[src/rtl/flashrom_reader_if.sv]
// Byte-wide, read-only Wishbone link between flashrom_reader (master) and
// the boot flash ROM responder (slave).
interface flashrom_reader_if #(
    parameter int AW = 7
);
    logic [AW-1:0] adr;
    logic          cyc;
    logic          stb;
    logic          we;
    logic [7:0]    dat;
    logic          ack;
    logic          err;
    logic          rty;

    modport master (output adr, cyc, stb, we, input dat, ack, err, rty);
    modport slave  (input adr, cyc, stb, we, output dat, ack, err, rty);
endinterface

[src/rtl/flashrom_reader.sv]
// Fetches a run of bytes from the flash ROM over Wishbone and streams them out
// as big-endian 32-bit words, with retry, error and no-response timeout handling.
module flashrom_reader #(
    parameter int AW      = 7,
    parameter int TIMEOUT = 255,
    parameter int MAX_RTY = 3
) (
    input  logic                wb_clk,
    input  logic                wb_rst_n,
    input  logic                start_i,
    input  logic [AW-1:0]       start_adr_i,
    input  logic [5:0]          word_cnt_i,
    flashrom_reader_if.master   wb,
    output logic [31:0]         word_o,
    output logic                word_valid_o,
    input  logic                word_ready_i,
    output logic                word_last_o,
    output logic                busy_o,
    output logic                done_o,
    output logic                err_o
);

    typedef enum logic [2:0] {IDLE, REQ, GAP, PUSH, FIN} state_t;

    localparam int            TW       = $clog2(TIMEOUT + 1);
    localparam int            RW       = $clog2(MAX_RTY + 1);
    localparam logic [TW-1:0] TMO_LAST = TW'(TIMEOUT - 1);
    localparam logic [RW-1:0] RTY_MAX  = RW'(MAX_RTY);

    state_t        state_q, state_d;
    logic [AW-1:0] adr_q;
    logic [5:0]    words_left_q;
    logic [1:0]    byte_idx_q;
    logic          full_q;
    logic [TW-1:0] tmo_cnt_q;
    logic [RW-1:0] rty_cnt_q;
    logic [31:0]   word_q;
    logic          err_q;
    logic [5:0]    cnt_clamped;
    logic          abort;

    assign cnt_clamped = (word_cnt_i > 6'd32) ? 6'd32 : word_cnt_i;

    // err beats ack beats rty; timeout only counts cycles with no termination at all
    always_comb begin
        abort = 1'b0;
        if (state_q == REQ) begin
            if (wb.err)      abort = 1'b1;
            else if (wb.ack) abort = 1'b0;
            else if (wb.rty) abort = (rty_cnt_q == RTY_MAX);
            else             abort = (tmo_cnt_q == TMO_LAST);
        end
    end

    always_ff @(posedge wb_clk or negedge wb_rst_n) begin
        if (!wb_rst_n) state_q <= IDLE;
        else           state_q <= state_d;
    end

    always_comb begin
        state_d = state_q;
        case (state_q)
            IDLE: if (start_i) state_d = (cnt_clamped == 6'd0) ? FIN : REQ;
            REQ: begin
                if (abort)                  state_d = FIN;
                else if (wb.ack || wb.rty)  state_d = GAP;
            end
            GAP:  state_d = full_q ? PUSH : REQ;
            PUSH: if (word_ready_i) state_d = (words_left_q == 6'd1) ? FIN : REQ;
            FIN:  state_d = IDLE;
            default: state_d = IDLE;
        endcase
    end

    always_comb begin
        wb.cyc       = 1'b0;
        wb.stb       = 1'b0;
        word_valid_o = 1'b0;
        word_last_o  = 1'b0;
        busy_o       = 1'b1;
        done_o       = 1'b0;
        case (state_q)
            IDLE: busy_o = 1'b0;
            REQ: begin
                wb.cyc = 1'b1;
                wb.stb = 1'b1;
            end
            PUSH: begin
                word_valid_o = 1'b1;
                word_last_o  = (words_left_q == 6'd1);
            end
            FIN: done_o = 1'b1;
            default: ;
        endcase
    end

    assign wb.we  = 1'b0;
    assign wb.adr = adr_q;
    assign word_o = word_q;
    assign err_o  = err_q;

    // full_q marks that the fourth ack landed, so GAP can tell a finished word
    // from a fresh one (byte_idx is 0 in both cases)
    always_ff @(posedge wb_clk or negedge wb_rst_n) begin
        if (!wb_rst_n) begin
            adr_q        <= '0;
            words_left_q <= '0;
            byte_idx_q   <= '0;
            full_q       <= 1'b0;
            tmo_cnt_q    <= '0;
            rty_cnt_q    <= '0;
            word_q       <= '0;
            err_q        <= 1'b0;
        end else begin
            case (state_q)
                IDLE: begin
                    if (start_i) begin
                        err_q <= 1'b0;
                        if (cnt_clamped != 6'd0) begin
                            adr_q        <= start_adr_i;
                            words_left_q <= cnt_clamped;
                            byte_idx_q   <= '0;
                            full_q       <= 1'b0;
                            tmo_cnt_q    <= '0;
                            rty_cnt_q    <= '0;
                        end
                    end
                end
                REQ: begin
                    if (abort) begin
                        err_q  <= 1'b1;
                        word_q <= '0;
                    end else if (wb.ack) begin
                        word_q[{~byte_idx_q, 3'b000} +: 8] <= wb.dat;
                        adr_q      <= adr_q + 1'b1;
                        byte_idx_q <= byte_idx_q + 1'b1;
                        full_q     <= (byte_idx_q == 2'd3);
                        tmo_cnt_q  <= '0;
                        rty_cnt_q  <= '0;
                    end else if (wb.rty) begin
                        rty_cnt_q <= rty_cnt_q + 1'b1;
                    end else begin
                        tmo_cnt_q <= tmo_cnt_q + 1'b1;
                    end
                end
                PUSH: begin
                    if (word_ready_i) begin
                        words_left_q <= words_left_q - 1'b1;
                        full_q       <= 1'b0;
                        tmo_cnt_q    <= '0;
                        rty_cnt_q    <= '0;
                    end
                end
                default: ;
            endcase
        end
    end

endmodule

[src/flat_wrapper.sv]
// flat-port wrapper written by rule: the top's interface ports become plain ports
module flashrom_reader_flat 
#(
    parameter int AW      = 7,
    parameter int TIMEOUT = 255,
    parameter int MAX_RTY = 3
)
  (wb_clk, wb_rst_n, start_i, start_adr_i, word_cnt_i, word_o, word_valid_o, word_ready_i, word_last_o, busy_o, done_o, err_o, wb_adr, wb_cyc, wb_stb, wb_we, wb_dat, wb_ack, wb_err, wb_rty);
  flashrom_reader_if #(.AW(AW)) wb_i ();
  input  logic wb_clk;
  input  logic wb_rst_n;
  input  logic start_i;
  input  logic [AW-1:0] start_adr_i;
  input  logic [5:0] word_cnt_i;
  output logic [31:0] word_o;
  output logic word_valid_o;
  input  logic word_ready_i;
  output logic word_last_o;
  output logic busy_o;
  output logic done_o;
  output logic err_o;
  output wire logic [$bits(wb_i.adr)-1:0] wb_adr;
  output wire logic [$bits(wb_i.cyc)-1:0] wb_cyc;
  output wire logic [$bits(wb_i.stb)-1:0] wb_stb;
  output wire logic [$bits(wb_i.we)-1:0] wb_we;
  input wire logic [$bits(wb_i.dat)-1:0] wb_dat;
  input wire logic [$bits(wb_i.ack)-1:0] wb_ack;
  input wire logic [$bits(wb_i.err)-1:0] wb_err;
  input wire logic [$bits(wb_i.rty)-1:0] wb_rty;
  assign wb_adr = wb_i.adr;
  assign wb_cyc = wb_i.cyc;
  assign wb_stb = wb_i.stb;
  assign wb_we = wb_i.we;
  assign wb_i.dat = wb_dat;
  assign wb_i.ack = wb_ack;
  assign wb_i.err = wb_err;
  assign wb_i.rty = wb_rty;
  flashrom_reader #(.AW(AW), .TIMEOUT(TIMEOUT), .MAX_RTY(MAX_RTY)) u_core (.wb_clk(wb_clk), .wb_rst_n(wb_rst_n), .start_i(start_i), .start_adr_i(start_adr_i), .word_cnt_i(word_cnt_i), .wb(wb_i), .word_o(word_o), .word_valid_o(word_valid_o), .word_ready_i(word_ready_i), .word_last_o(word_last_o), .busy_o(busy_o), .done_o(done_o), .err_o(err_o));
endmodule
[config.mk]
export PLATFORM = sky130hd
export DESIGN_NAME = flashrom_reader_flat
export DESIGN_NICKNAME = d
export VERILOG_FILES = /design/src/rtl/flashrom_reader_if.sv /design/src/rtl/flashrom_reader.sv /design/src/flat_wrapper.sv
export SDC_FILE = /design/constraint.sdc
export NUM_CORES = 1
export LEC_CHECK = 0
export BUFFER_PORTS_ARGS = -buffer_cell sky130_fd_sc_hd__buf_2
export CAP_MARGIN = 20
export CORE_MARGIN = 2
export CORE_UTILIZATION = 25
export CTS_BUF_LIST = sky130_fd_sc_hd__clkbuf_2 sky130_fd_sc_hd__clkbuf_4 sky130_fd_sc_hd__clkbuf_8
export DETAILED_ROUTE_END_ITERATION = 8
export PLACE_DENSITY_LB_ADDON = 0.1
export SYNTH_ARGS = -nofsm -noshare
export SYNTH_HDL_FRONTEND = slang
export SYNTH_SLANG_ARGS = --single-unit
[constraint.sdc]
create_clock -name wb_clk -period 2.8 [get_ports wb_clk]
set_input_delay 0.42 -clock wb_clk [delete_from_list [all_inputs] [get_ports wb_clk]]
set_output_delay 0.42 -clock wb_clk [all_outputs]
set_load 0.02 [all_outputs]
# After elaboration in Yosys (flattened, before gate mapping)
# Index checks and enable logic that the tools add are counted.
# word_totals
ff_bits	62
latchBits	0
ram_bits	0
rom_bits	0
in_bits	28
memories	0
# op_classes
n_addsub	6
n_mul	0
n_div	0
magnitude_cmp	1
n_eq_ne	17
n_shift	2
muxes	56
bitwise	1
reduce_logical	16
# op_table
cell	n
$mux 32	2
$mux 8	6
$bwmux 32	1
$shift 8x7->32 const A	1
$shiftx 8x7->32	1
$mux 7	4
$mux 6	4
$pmux 8 s3	1
$mux 2	9
$mux 3	6
$reduce_and 6->1	3
$mux 1	16
$pmux 7 s2	1
$pmux 3 s4	1
$pmux 6 s2	1
$add 8x1->8 const B	1
$eq 8x8->1 const B	1
$ne 2x2->1 const B	4
$add 7x1->7 const B	1
$neg 5->7	1
$eq 3x2->1 const B	2
$eq 6x1->1 const B	1
$gt 6x6->1 const B	1
$logic_not 6->1	1
22 further kinds	29

# Depth between registers and ports, before layout
# depth
word_depth	7
ltp_mapped	9
mapped_depth_nobuf	7

# Worst setup path before layout
# No wires, ideal clock.
# synth_path
path_kind	register to output
start	register u_core.state_q[1]
end	output wb_stb
t_arrival_ps	1603
slack_ps	777
stages_incl_launch_ff	6
path_buffers	3
path_cell_list	dfrtp_1 > or3b_1 > buf_4 > clkinv_4 > clkbuf_1 > buf_4
# synth_between
elab_chain_cells	2
# synth_lines
element	line	source
start, declared	flashrom_reader.sv:30	state_t state_q, state_d;
start signal, assigned	flashrom_reader.sv:57	else state_q <= state_d;
$eq 3x1->1	--	
$mux 1	--	
end, declared	flat_wrapper.sv:24	output wire logic [$bits(wb_i.stb)-1:0] wb_stb;
# No other way between the ends.

# Worst setup path after layout
# layout_path
start	register u_core.state_q[1]
end	register u_core.tmo_cnt_q[1]
# layout_between
elab_chain_cells	4
word_cells_on_any_way	12
cone_classes	eq/ne: 7; mux: 2; reduce/logical: 3
# layout_lines
element	line	source
$eq 3x1->1	flashrom_reader.sv:47, flashrom_reader.sv:115	
$mux 1	flashrom_reader.sv:47	if (state_q == REQ) begin
$ne 2x2->1 (no line)	--	
$reduce_and 6->1 (no line)	--	
end signal, assigned	flashrom_reader.sv:143	tmo_cnt_q <= tmo_cnt_q + 1'b1;
end, declared	flashrom_reader.sv:35	logic [TW-1:0] tmo_cnt_q;
# Several ways; a longest one is shown, not always the timed one.
# A chain may end at the register's enable or synchronous reset.

==> impl_metrics.yaml <==
status:
  status: "finished, final reports clean"
clocking:
  tritoncts: "done"
  numCtsBuffers: 9
  post_cts_buffers: 0
  clockRootBuffer: "clkbuf_8"
  cts_num_sinks: 62
  path_clk_slew_ns: 0.08
  hold_buffers: 0
  clk_latency_ns: 0.35
  htree_levels: 3
  postCtsResizedCells: 0
  clock_path_buffers: 2
timing:
  clock.fmax_mhz: 434
  hold_viol: 0
  clock_skew_ns: 0.0160
  setup_viol: 0
  post-route-period-util: 0.824
  timing.setup.tns_ns: 0
  period_needed_ns: 2.31
  worstMarginPinSlew_ns: 0.705
  rsz0062_at_grt: "false"
  maxSlewViolCount: 0
  relSlewSlack: 0.529
floorplanning:
  ios: 75
  fp-row-count: 42
  fp.dieW_um: 121
  die-area_um2: 14500
  fp.coreArea_um2: 13200
  start_util: 0.257
  die_y_um: 121
worst_setup_path:
  crit_arrival_ns: 2.59
  worstPathMaxFanout: 19
  cpLargestDelayFamily: "simple AND/OR/NAND/NOR gates"
  required_ns: 3.08
  reg2reg_to: "u_core.tmo_cnt_q[1]$_DFFE_PN0P_"
  crit_path_end: "u_core.tmo_cnt_q[1]$_DFFE_PN0P_"
  slowest_delay_ns: 0.50
  start_kind: "flop"
  ff2ff_path_depth: 6
  critical_path.startpoint: "u_core.state_q[1]$_DFFE_PN0P_"
  reg2reg_slack_ns: 0.49
  worst_path_max_delay_cell: "dfrtp_1"
  timing.critical_path.buf_inv: 1
  worst_setup_path_end_kind: "flop"
  cp.depth: 6
  rr_startpoint: "u_core.state_q[1]$_DFFE_PN0P_"
  path_cells: "or3b_1 -> clkinv_4 -> and4_1 -> nor2_2 -> nand2b_1 -> a22o_1"
  critical_path_class: "reg2reg"
global_route:
  gr-total-overflow: 0
  grt_usage: 0.144
  grt_first_pass_wirelength_um: 16200
  grt_pass1_vias: 2965
  antenna_found_initial: 0
  grt_max_degree: 63
logic_synthesis:
  synth_async_sr_flop_share: 1.00
  synth_top_area_share: 0.456
  synth-seq-cells: 62
  synth_area_leaders: "dfrtp_1, nand2_1, a21oi_1"
  synth_flop_cell: "dfrtp_1"
  netlist_instances: 385
  synth_nets: 424
  ys_warn_count: 0
  synth_edf_count: 0
  synth_area_per_cell_um2: 8.83
  syn-cell-area_um2: 3400
  synth_area_leader_cell: "dfrtp_1"
  ys_types: 56
  synth_seq_area_share: 0.456
min_path:
  hp-class: "in2async"
final_layout:
  syn2layout_area_growth_pct: 22.5
  fin_util: 0.315
  fillers: 1442
  final_nets: 498
  drive_gt1_frac: 0.231
  final_cell_mix: "buf_2, dfrtp_1, nand2_1, a21oi_1, nand3_1"
  layout_commonest_cell: "buf_2"
  n_antenna_cell: 0
drt:
  wirelength_um: 9920
  vias_per_cell: 4.74
  ant_nets: 0
  first_pass_iters: 4
  route.vias.total: 3031
  dr.first_iter.drc_count: 159
  routedWlPerCell_um: 15.5
  drcViolationCount: 0
pwr:
  p_leak_uw: 0.00191
  max-vdd-ir-drop_mv: 0.275
  power_density_nw_per_um2: 967
place:
  gp_congestion: 0.756
  io_buffers: 73
  dp_hpwl_um: 7010
flow_run:
  maxCapViolCount: 0
==> layout make-up <==
cell class	instances	area, um2	share of cell area
Clock buffer	9	124	0.0297
Clock inverter	7	72.6	0.0174
Inverter	23	91.3	0.0219
Multi-Input combinational cell	280	1650	0.397
Sequential cell	62	1550	0.372
Tap cell	176	220	0.0529
Timing Repair Buffer	83	453	0.109
==> worst register-to-register path, cell delays in order, from the launching register on <==
cell,delay (ns)
dfrtp_1,0.50
or3b_1,0.48
clkinv_4,0.16
and4_1,0.38
nor2_2,0.14
nand2b_1,0.37
a22o_1,0.22
==> how the worst min path moves through the flow <==
| stage | slack [ns] | endpoint |
|---|---|---|
| finish | 0.06 | u_core.words_left_q[1]$_DFFE_PN0P_ |
| global placement | 0.46 | u_core.word_o[18]$_DFFE_PN0P_ |
| detailed placement | 0.46 | u_core.words_left_q[1]$_DFFE_PN0P_ |
| global route | 0.09 | u_core.words_left_q[1]$_DFFE_PN0P_ |
| floorplan | 0.12 | u_core.byte_idx_q[0]$_DFFE_PN0P_ |
| CTS | 0.07 | u_core.words_left_q[1]$_DFFE_PN0P_ |
==> synthesized netlist by cell type (all sizes together), types with 8 or more instances <==
master / n
dfrtp: 62
nand2: 60
a21oi: 40
nand3: 35
o21ai: 26
inv: 21
nor2: 16
clkbuf: 12
ha: 11
a31oi: 9
buf: 8
==> cell families (layout without fill, tap and decap cells) <==
group	after synthesis	after routing	synth area share
fa+ha+maj	11	11	0.0405
compound gates	109	109	0.201
other cells	1	1	0.00110
simple gates	155	155	0.232
mux	4	4	0.0118
flops	62	62	0.456
buf+inv	43	122	0.0574
==> through the flow <==
stage	std cells	total power, uW	instance area [um2]	setup slack, ns	hold slack, ns
finish	640	4030	4170	0.494	0.0565
detailed placement	624	3250	3970	0.457	0.462
global placement	624	3230	3970	0.467	0.460
CTS	640	4090	4170	0.475	0.0713
global route	640	4380	4170	0.335	0.0901
floorplan	385	2660	3400	0.777	0.124
==> where the power goes <==
group          switching (uW)  leakage (uW)  internal, uW
combinational            1230      0.000987           642
clock                     401     0.0000960           414
sequential                221      0.000830          1120
==> flip-flops by register name, indices dropped and copies added (netlist names) <==
| register | count |
|---|---|
| u_core.err_o | 1 |
| u_core.full_q | 1 |
| u_core.words_left_q | 6 |
| u_core.word_o | 32 |
| u_core.rty_cnt_q | 2 |
| u_core.state_q | 3 |
| u_core.tmo_cnt_q | 8 |
| u_core.byte_idx_q | 2 |
| u_core.wb.adr | 7 |
==> per-layer routing <==
layer	global-route usage	vias to the layer above	wire [um]
met1	0.201	1452	4920
met2	0.220	54	4590
met3	0.0330	5	312
met5	0	-	0
li1	-	1520	-
met4	0.0436	0	91
(Power assumes the default switching activity.)
